`src/rtl/uart_cmd_sequencer.sv`:
```
// Host command sequencer: decodes UART command bytes, strobes the capture
// engine, holds the sample-clock divider and is sole master of the UART TX.
// Ports:
//   input_clk, reset_n        clock, async active-low reset
//   rx_data/rx_valid          received command/argument bytes
//   tx_data/tx_start/tx_busy  transmitter byte handshake
//   cap_reset/cap_arm         1-cycle capture-engine strobes
//   cap_done/cap_count        capture status and sample count
//   mem_addr/mem_rd_en/mem_rd_data  sample memory read port (1-cycle latency)
//   cfg_div                   sample-clock divider
//   busy                      high whenever the FSM is not idle
module uart_cmd_sequencer #(
    parameter int          SAMPLE_W    = 16,
    parameter int          ADDR_W      = 12,
    parameter logic [7:0]  ID_BYTE     = 8'h4C,
    parameter logic [15:0] DIV_DEFAULT = 16'd1
) (
    input  logic                input_clk,
    input  logic                reset_n,
    input  logic [7:0]          rx_data,
    input  logic                rx_valid,
    output logic [7:0]          tx_data,
    output logic                tx_start,
    input  logic                tx_busy,
    output logic                cap_reset,
    output logic                cap_arm,
    input  logic                cap_done,
    input  logic [ADDR_W:0]     cap_count,
    output logic [ADDR_W-1:0]   mem_addr,
    output logic                mem_rd_en,
    input  logic [SAMPLE_W-1:0] mem_rd_data,
    output logic [15:0]         cfg_div,
    output logic                busy
);

    localparam int BPS  = SAMPLE_W / 8;
    localparam int BI_W = (BPS > 1) ? $clog2(BPS) : 1;

    localparam logic [7:0] ACK   = 8'h06;
    localparam logic [7:0] NAK   = 8'h15;
    localparam logic [7:0] ABORT = 8'h18;
    localparam logic [7:0] HDR   = 8'hA5;

    localparam logic [ADDR_W:0]   CNT_ONE  = 1;
    localparam logic [ADDR_W-1:0] ADDR_ONE = 1;
    localparam logic [ADDR_W-1:0] ADDR_MAX = '1;
    localparam logic [BI_W-1:0]   BI_ONE   = 1;
    localparam logic [BI_W-1:0]   BI_LAST  = BI_W'(BPS - 1);

    typedef enum logic [3:0] {
        S_IDLE, S_STROBE, S_DIV_LO, S_DIV_HI, S_RD_REQ,
        S_RD_LAT, S_TX_LOAD, S_TX_WAIT_HI, S_TX_WAIT_LO
    } state_e;

    // Which byte of a response is in flight; decides what follows it.
    typedef enum logic [2:0] {
        PH_ONE, PH_HDR, PH_CNT_LO, PH_CNT_HI, PH_DATA
    } phase_e;

    state_e                state_q, state_d;
    phase_e                phase_q, phase_d;
    logic [7:0]            tx_q, tx_d;
    logic [15:0]           div_q, div_d;
    logic [7:0]            lo_q, lo_d;
    logic [ADDR_W:0]       n_q, n_d;
    logic [ADDR_W:0]       cnt_q, cnt_d;
    logic [ADDR_W:0]       cnt_nxt;
    logic [ADDR_W-1:0]     addr_q, addr_d;
    logic [SAMPLE_W-1:0]   sh_q, sh_d;
    logic [BI_W-1:0]       bidx_q, bidx_d;
    logic                  abort_q, abort_d;
    logic                  srst_q, srst_d;
    logic                  streaming;

    always_ff @(posedge input_clk or negedge reset_n) begin
        if (!reset_n) begin
            state_q <= S_IDLE;
            phase_q <= PH_ONE;
            tx_q    <= '0;
            div_q   <= DIV_DEFAULT;
            lo_q    <= '0;
            n_q     <= '0;
            cnt_q   <= '0;
            addr_q  <= '0;
            sh_q    <= '0;
            bidx_q  <= '0;
            abort_q <= 1'b0;
            srst_q  <= 1'b0;
        end else begin
            state_q <= state_d;
            phase_q <= phase_d;
            tx_q    <= tx_d;
            div_q   <= div_d;
            lo_q    <= lo_d;
            n_q     <= n_d;
            cnt_q   <= cnt_d;
            addr_q  <= addr_d;
            sh_q    <= sh_d;
            bidx_q  <= bidx_d;
            abort_q <= abort_d;
            srst_q  <= srst_d;
        end
    end

    assign cnt_nxt   = cnt_q + CNT_ONE;
    assign streaming = (phase_q != PH_ONE) &&
                       (state_q inside {S_RD_REQ, S_RD_LAT, S_TX_LOAD,
                                        S_TX_WAIT_HI, S_TX_WAIT_LO});

    always_comb begin
        state_d   = state_q;
        phase_d   = phase_q;
        tx_d      = tx_q;
        div_d     = div_q;
        lo_d      = lo_q;
        n_d       = n_q;
        cnt_d     = cnt_q;
        addr_d    = addr_q;
        sh_d      = sh_q;
        bidx_d    = bidx_q;
        abort_d   = abort_q;
        srst_d    = srst_q;
        tx_start  = 1'b0;
        cap_reset = 1'b0;
        cap_arm   = 1'b0;
        mem_rd_en = 1'b0;

        unique case (state_q)
            S_IDLE: begin
                if (rx_valid) begin
                    phase_d = PH_ONE;
                    abort_d = 1'b0;
                    state_d = S_TX_LOAD;
                    tx_d    = NAK;
                    case (rx_data)
                        8'h00: begin
                            srst_d  = 1'b1;
                            state_d = S_STROBE;
                        end
                        8'h01: begin
                            srst_d  = 1'b0;
                            state_d = S_STROBE;
                        end
                        8'h02: tx_d = ID_BYTE;
                        8'h03: begin
                            if (cap_done) begin
                                n_d     = cap_count;
                                tx_d    = HDR;
                                phase_d = PH_HDR;
                            end
                        end
                        8'h04: state_d = S_DIV_LO;
                        default: ;
                    endcase
                end
            end
            S_STROBE: begin
                cap_reset = srst_q;
                cap_arm   = !srst_q;
                tx_d      = ACK;
                state_d   = S_TX_LOAD;
            end
            S_DIV_LO: begin
                if (rx_valid) begin
                    lo_d    = rx_data;
                    state_d = S_DIV_HI;
                end
            end
            S_DIV_HI: begin
                if (rx_valid) begin
                    div_d   = {rx_data, lo_q};
                    tx_d    = ACK;
                    state_d = S_TX_LOAD;
                end
            end
            S_RD_REQ: begin
                mem_rd_en = 1'b1;
                state_d   = S_RD_LAT;
            end
            S_RD_LAT: begin
                sh_d    = mem_rd_data;
                tx_d    = mem_rd_data[7:0];
                bidx_d  = '0;
                state_d = S_TX_LOAD;
            end
            S_TX_LOAD: begin
                // An abort seen before this byte started ends the stream here.
                if (abort_q) begin
                    state_d = S_IDLE;
                end else if (!tx_busy) begin
                    tx_start = 1'b1;
                    state_d  = S_TX_WAIT_HI;
                end
            end
            S_TX_WAIT_HI: begin
                if (tx_busy) begin
                    state_d = S_TX_WAIT_LO;
                end
            end
            S_TX_WAIT_LO: begin
                if (!tx_busy) begin
                    state_d = S_TX_LOAD;
                    if (abort_q || phase_q == PH_ONE) begin
                        state_d = S_IDLE;
                    end else begin
                        unique case (phase_q)
                            PH_HDR: begin
                                tx_d    = n_q[7:0];
                                phase_d = PH_CNT_LO;
                            end
                            PH_CNT_LO: begin
                                tx_d    = 8'(n_q >> 8);
                                phase_d = PH_CNT_HI;
                            end
                            PH_CNT_HI: begin
                                phase_d = PH_DATA;
                                addr_d  = '0;
                                cnt_d   = '0;
                                state_d = (n_q == '0) ? S_IDLE : S_RD_REQ;
                            end
                            default: begin
                                if (bidx_q == BI_LAST) begin
                                    cnt_d = cnt_nxt;
                                    if (cnt_nxt == n_q) begin
                                        state_d = S_IDLE;
                                    end else begin
                                        // Saturate so a full memory never wraps.
                                        if (addr_q != ADDR_MAX) begin
                                            addr_d = addr_q + ADDR_ONE;
                                        end
                                        state_d = S_RD_REQ;
                                    end
                                end else begin
                                    bidx_d = bidx_q + BI_ONE;
                                    sh_d   = sh_q >> 8;
                                    tx_d   = 8'(sh_q >> 8);
                                end
                            end
                        endcase
                    end
                end
            end
            default: state_d = S_IDLE;
        endcase

        if (rx_valid && rx_data == ABORT && streaming) begin
            abort_d = 1'b1;
        end
    end

    assign tx_data  = tx_q;
    assign mem_addr = addr_q;
    assign cfg_div  = div_q;
    assign busy     = (state_q != S_IDLE);

endmodule

```
`config.mk`:
```
export PLATFORM = sky130hd
export DESIGN_NAME = uart_cmd_sequencer
export DESIGN_NICKNAME = d
export VERILOG_FILES = /design/src/rtl/uart_cmd_sequencer.sv
export SDC_FILE = /design/constraint.sdc
export NUM_CORES = 1
export LEC_CHECK = 0
export BUFFER_PORTS_ARGS = -buffer_cell sky130_fd_sc_hd__buf_4
export CAP_MARGIN = 20
export CORE_ASPECT_RATIO = 0.9
export CORE_MARGIN = 2
export CORE_UTILIZATION = 51
export DETAILED_ROUTE_END_ITERATION = 10
export GPL_ROUTABILITY_DRIVEN = 0
export PLACE_DENSITY = 0.77
export SLEW_MARGIN = 20
export SYNTH_ARGS = -nofsm -noshare
export SYNTH_HDL_FRONTEND = slang
export SYNTH_SLANG_ARGS = --single-unit
export TNS_END_PERCENT = 100
```
`constraint.sdc`:
```
create_clock -name input_clk -period 2.8 [get_ports input_clk]
set_clock_uncertainty 0.15 [all_clocks]
set_input_delay 0.56 -clock input_clk [delete_from_list [all_inputs] [get_ports input_clk]]
set_output_delay 0.56 -clock input_clk [all_outputs]
set_load 0.05 [all_outputs]
```
==> impl_metrics.json, run 1 <==
{
  "outcome": "complete, no violations",
  "start_kind": "flop",
  "worstRegToRegCells": 7,
  "nNetsFinal": 622,
  "synth_warnings": 0,
  "switchingPower_mw": 2.44,
  "hold_path_class": "in -> async",
  "dpl-instance-area_um2": 5600,
  "die_w_um": 105,
  "drive_gt1_share_pct": 30.2,
  "grt_use_total_pct": 24.6,
  "post-route-drc-count": 0,
  "p_sw_share_pct": 44.3,
  "worstPathRequired_ns": 2.89,
  "whs_ns": 0.100,
  "h-tree-depth": 3,
  "tightest_slew_ns": 0.839,
  "setup_viol": 0,
  "grt_pass1_vias": 3992,
  "relSlewSlack_pct": 43.6,
  "worst-setup-path-type": "reg -> reg",
  "antenna_cells": 0,
  "cp_max_fo": 5,
  "cap_violations": 0,
  "critical_path_arrival_ns": 2.81,
  "cts_tree": "done",
  "ir_drop_mv": 0.593,
  "power.leakage_nw": 2.60,
  "syn_area_um2": 4700,
  "slowest_delay_ns": 0.45,
  "grt_pass1_wl_mm": 19.6,
  "power_density_nw_per_um2": 944,
  "instances_no_fill": 705,
  "power_mw": 5.50,
  "cts_made_buffers": 9,
  "fin_crit_ns": 2.72,
  "dp_hpwl_mm": 8.61,
  "combinationalPowerShare_pct": 48.5,
  "clock_power_share_pct": 16.8,
  "setup_ws_ns": 0.0838,
  "syn-instance-count": 481,
  "grt_max_degree": 57,
  "crit_buf_inv": 0,
  "antenna_found_initial": 0,
  "p_int_mw": 3.06,
  "first_pass_iters": 5,
  "row_count": 33,
  "r2r_setup_slack_ns": 0.08,
  "ios": 83,
  "fin_crit_sh_pct": 97.0,
  "critical-path-slowest-cell": "or4_4",
  "syn_avg_cell_area_um2": 9.77,
  "ys_types": 60,
  "timing.rr.end": "mem_addr[5]$_DFFE_PN0P_",
  "hold_viol_final": 0,
  "via_per_inst": 5.98,
  "coreArea_um2": 9040,
  "final_area_um2": 5830,
  "routed-via-count": 4214,
  "final_util_pct": 64.4,
  "slew_viol_final": 0,
  "clock_path_buffers": 2,
  "final_common_cell": "buf_4",
  "clkLatencyLatePin_ns": 0.37,
  "dieHeight_um": 95.1,
  "die_area_um2": 10000,
  "synth_nets": 525,
  "grt_overflow": 0,
  "clk_pin_slew_ns": 0.09,
  "wl_per_cell_um": 17.1,
  "io_buffer_count": 82,
  "fmax_mhz": 368,
  "clock-root-buffer": "clkbuf_8",
  "final.setup.tns_ns": 0,
  "synthToLayoutAreaGrowth_pct": 24.0,
  "final_cell_mix": "buf_4, dfrtp_1, nor2_1, nand2_1, mux2_2",
  "ys_ff_latch": 88,
  "yosysSeqAreaShare_pct": 46.9,
  "holdBufCountCts": 0,
  "dp_cells": 688,
  "start_util_pct": 52.0,
  "p_seq_share_pct": 34.7,
  "crit_chain": "ha_4, nand2_1, or3_1, a2111o_1, or4_4, o311ai_0, o21ai_0",
  "clkSinkCount": 88,
  "pre_cts_ws_ns": 0.0643,
  "cp_top_family": "compound AO/OA/AOI/OAI gates",
  "wl_mm": 12.0,
  "synth_ff_type": "dfrtp_1",
  "timing.rr.start": "cnt_q[0]$_DFFE_PN0P_",
  "drt-initial-drc-count": 274,
  "synth_enable_flop_cells": 0,
  "async_reset_ff_share_pct": 100,
  "worst_setup_path_end_kind": "flop",
  "ant_nets": 0
}
[worst register-to-register path, delay by kind of cell (launching register included)]
kind	cells	cell delay, ns
flops	1	0.42
simple gates	3	0.86
compound gates	3	0.98
fa+ha+maj	1	0.18
[layer usage]
metal	GRT usage (%)	wire, µm	vias up
met1	35.6	5480	2051
met4	6.44	120	0
met5	0	0	-
met3	5.26	752	11
li1	-	-	1988
met2	37.9	5690	164
[state kept, by name (all words and copies together), names as in the netlist]
signal	flops
cfg_div	16
cnt_q	13
n_q	13
mem_addr	12
lo_q	8
sh_q	8
tx_data	8
state_q	4
phase_q	3
abort_q	1
bidx_q	1
srst_q	1
[synth_stat cells (3+ instances only)]
cell type / number / area [µm²]
a221oi_1: 4 / 35.0
nand4_1: 7 / 43.8
nand2_1: 42 / 158
o41ai_1: 3 / 26.3
nor4_1: 8 / 50.1
a21oi_1: 30 / 150
a31oi_1: 4 / 25.0
o31ai_1: 5 / 37.5
nor2b_1: 3 / 18.8
nor4b_1: 3 / 26.3
nand2b_1: 6 / 37.5
nand3_1: 14 / 70.1
mux2_2: 39 / 439
and3_1: 6 / 37.5
xor2_1: 5 / 43.8
nor3_1: 15 / 75.1
xnor2_1: 11 / 96.3
inv_1: 11 / 41.3
o21ai_0: 32 / 160
or4_1: 10 / 75.1
o22ai_1: 4 / 25.0
o211ai_1: 5 / 37.5
dfrtp_1: 87 / 2180
or3_1: 3 / 18.8
mux2i_1: 4 / 40.0
a22o_1: 13 / 114
nor2_1: 43 / 161
clkbuf_1: 18 / 67.6
a22oi_1: 3 / 22.5
[final cells by class]
| type | instances | area (µm²) |
|---|---|---|
| multi-input cells | 359 | 2390 |
| fillers | 759 | 3220 |
| well taps | 122 | 153 |
| repair buffers | 109 | 831 |
| flip-flops and latches | 88 | 2210 |
| clock buffers | 10 | 128 |
| inverters | 11 | 41.3 |
| clock inverters | 6 | 73.8 |
[kinds of logic (layout without fill, tap and decap cells)]
family / count (synthesis) / count (layout) / synth area share (%)
simple gates: 175 / 175 / 19.4
xor+xnor: 16 / 16 / 2.98
fa+ha+maj: 2 / 2 / 0.532
mux: 43 / 43 / 10.2
buf+inv: 34 / 136 / 3.01
flops: 88 / 88 / 46.9
compound gates: 123 / 123 / 17.0
[timing repair]
item | CTS | global route
gates resized for setup | 0 | 5
setup endpoints to repair | 0 | 10
buffers inserted | 0 | 1
[worst max-delay path by stage]
stage                                      start                      end  depth (start not counted)
after floorplan           state_q[1]$_DFFE_PN0P_  mem_addr[7]$_DFFE_PN0P_                          8
after global placement      cnt_q[1]$_DFFE_PN0P_  mem_addr[5]$_DFFE_PN0P_                          7
after detailed placement    cnt_q[1]$_DFFE_PN0P_  mem_addr[5]$_DFFE_PN0P_                          7
after CTS                   cnt_q[1]$_DFFE_PN0P_  mem_addr[5]$_DFFE_PN0P_                          7
after global routing        cnt_q[0]$_DFFE_PN0P_  mem_addr[5]$_DFFE_PN0P_                          8
final                       cnt_q[0]$_DFFE_PN0P_  mem_addr[5]$_DFFE_PN0P_                          7
[power by group through the flow]
stage          clock network (mW)  logic [mW]  registers [mW]
6_report                    0.926        2.67            1.91
5_1_grt                     0.992        2.88            1.96
4_1_cts                     0.944        2.64            1.90
3_5_place_dp                    0        2.63            1.93
3_3_place_gp                    0        2.58            1.91
2_1_floorplan                   0        1.22            2.52
Note: power is estimated with default switching activity, not from simulation.
==> run 2, diff against run 1 <==
--- a/config.mk
+++ b/config.mk
@@ -9,10 +9,10 @@
 export CAP_MARGIN = 20
 export CORE_ASPECT_RATIO = 0.9
 export CORE_MARGIN = 2
-export CORE_UTILIZATION = 51
+export CORE_UTILIZATION = 30
 export DETAILED_ROUTE_END_ITERATION = 10
 export GPL_ROUTABILITY_DRIVEN = 0
-export PLACE_DENSITY = 0.77
+export RECOVER_POWER = 25
 export SLEW_MARGIN = 20
 export SYNTH_ARGS = -nofsm -noshare
 export SYNTH_HDL_FRONTEND = slang
==> impl_metrics.json, run 2 (synthesis results as in run 1) <==
{
  "outcome": "complete, no violations",
  "grt_pass1_vias": 4000,
  "clock_path_buffers": 2,
  "power_density_nw_per_um2": 945,
  "tightest_slew_ns": 1.21,
  "clk_pin_slew_ns": 0.06,
  "worst_setup_path_end_kind": "flop",
  "drt-initial-drc-count": 274,
  "fin_crit_ns": 2.70,
  "p_int_mw": 3.27,
  "combinationalPowerShare_pct": 46.8,
  "power_mw": 5.69,
  "worstPathRequired_ns": 2.92,
  "instances_no_fill": 787,
  "whs_ns": 0.292,
  "grt_use_total_pct": 15.5,
  "grt_max_degree": 47,
  "nNetsFinal": 624,
  "h-tree-depth": 3,
  "setup_viol": 0,
  "drive_gt1_share_pct": 30.3,
  "cts_tree": "done",
  "setup_ws_ns": 0.101,
  "start_util_pct": 30.5,
  "holdBufCountCts": 0,
  "ios": 83,
  "clock-root-buffer": "clkbuf_16",
  "grt_pass1_wl_mm": 20.4,
  "ir_drop_mv": 0.403,
  "cp_max_fo": 19,
  "largest_reg_flops": 16,
  "dieHeight_um": 123,
  "row_count": 43,
  "synthToLayoutAreaGrowth_pct": 28.1,
  "io_buffer_count": 82,
  "final_area_um2": 6020,
  "fin_crit_sh_pct": 96.4,
  "slew_viol_final": 0,
  "clock_power_share_pct": 19.7,
  "switchingPower_mw": 2.42,
  "cts_made_buffers": 9,
  "final_util_pct": 39.1,
  "cap_violations": 0,
  "die_w_um": 136,
  "post_cts.repair.setup_buffers": 0,
  "worstRegToRegCells": 9,
  "first_pass_iters": 5,
  "power.leakage_nw": 2.65,
  "whs_path_depth": 2,
  "critical_path_arrival_ns": 2.82,
  "fmax_mhz": 370,
  "grt_overflow": 0,
  "via_per_inst": 5.28,
  "rsz0062_at_grt": "no",
  "post-route-drc-count": 0,
  "relSlewSlack_pct": 19.6,
  "antenna_found_initial": 0,
  "routed-via-count": 4152,
  "final.setup.tns_ns": 0,
  "die_area_um2": 16700,
  "final_cell_mix": "buf_4, dfrtp_1, nor2_1, nand2_1, mux2_2",
  "dp_hpwl_mm": 9.33,
  "final_common_cell": "buf_4",
  "p_seq_share_pct": 33.5,
  "worst-setup-path-type": "reg -> reg",
  "p_sw_share_pct": 42.6,
  "clkSinkCount": 88,
  "start_kind": "flop",
  "hold_viol_final": 0,
  "hold_path_class": "in -> reg",
  "dpl-instance-area_um2": 5730,
  "coreArea_um2": 15400,
  "antenna_cells": 0,
  "postCtsResizedCells": 0,
  "dp_cells": 771,
  "wl_per_cell_um": 16.1,
  "clkLatencyLatePin_ns": 0.34,
  "pre_cts_ws_ns": 0.0840,
  "ant_nets": 0,
  "wl_mm": 12.7
}
-- run 2: worst paths after layout --
| path | start | end | slack [ns] |
|---|---|---|---|
| worst max register to register | cnt_q[0]$_DFFE_PN0P_ | mem_addr[10]$_DFFE_PN0P_ | 0.10 |
| min in group asynchronous | reset_n | cfg_div[1]$_DFFE_PN0P_ | 0.32 |
| worst min-delay path | mem_rd_data[14] | sh_q[14]$_DFFE_PN0P_ | 0.29 |
| max in group asynchronous | reset_n | cnt_q[5]$_DFFE_PN0P_ | 0.50 |
| worst max-delay path | cnt_q[0]$_DFFE_PN0P_ | mem_addr[10]$_DFFE_PN0P_ | 0.10 |
| worst min register to register | sh_q[10]$_DFFE_PN0P_ | sh_q[10]$_DFFE_PN0P_ | 0.35 |
-- run 2: layout make-up --
class | count | area (µm²)
Fill cell | 1558 | 9360
Multi-Input combinational cell | 359 | 2410
Inverter | 11 | 41.3
Timing Repair Buffer | 111 | 841
Clock buffer | 12 | 246
Clock inverter | 4 | 30.0
Sequential cell | 88 | 2200
Tap cell | 202 | 253
-- run 2: per-layer routing --
| layer | vias up | wire length (µm) | GRT usage (%) |
|---|---|---|---|
| met5 | - | 0 | 0 |
| li1 | 1981 | - | - |
| met4 | 0 | 130 | 3.78 |
| met2 | 136 | 5860 | 24.2 |
| met1 | 2024 | 6110 | 22.2 |
| met3 | 11 | 603 | 3.06 |
-- run 2: power groups by stage --
stage                     combinational [mW]  clock, mW  sequential, mW
final                                   2.66       1.12            1.91
after global routing                    2.88       1.21            1.95
after CTS                               2.66       1.16            1.90
after detailed placement                2.65          0            1.93
after global placement                  2.62          0            1.90
after floorplan                         1.22          0            2.52
-- run 2: critical path: stages, from the launching register on --
cell	delay, ns
dfrtp_1	0.41
buf_4	0.16
and3_1	0.24
and4_1	0.24
a221oi_1	0.28
a211o_1	0.29
nor3_4	0.08
buf_12	0.16
or4_1	0.46
a21oi_1	0.15
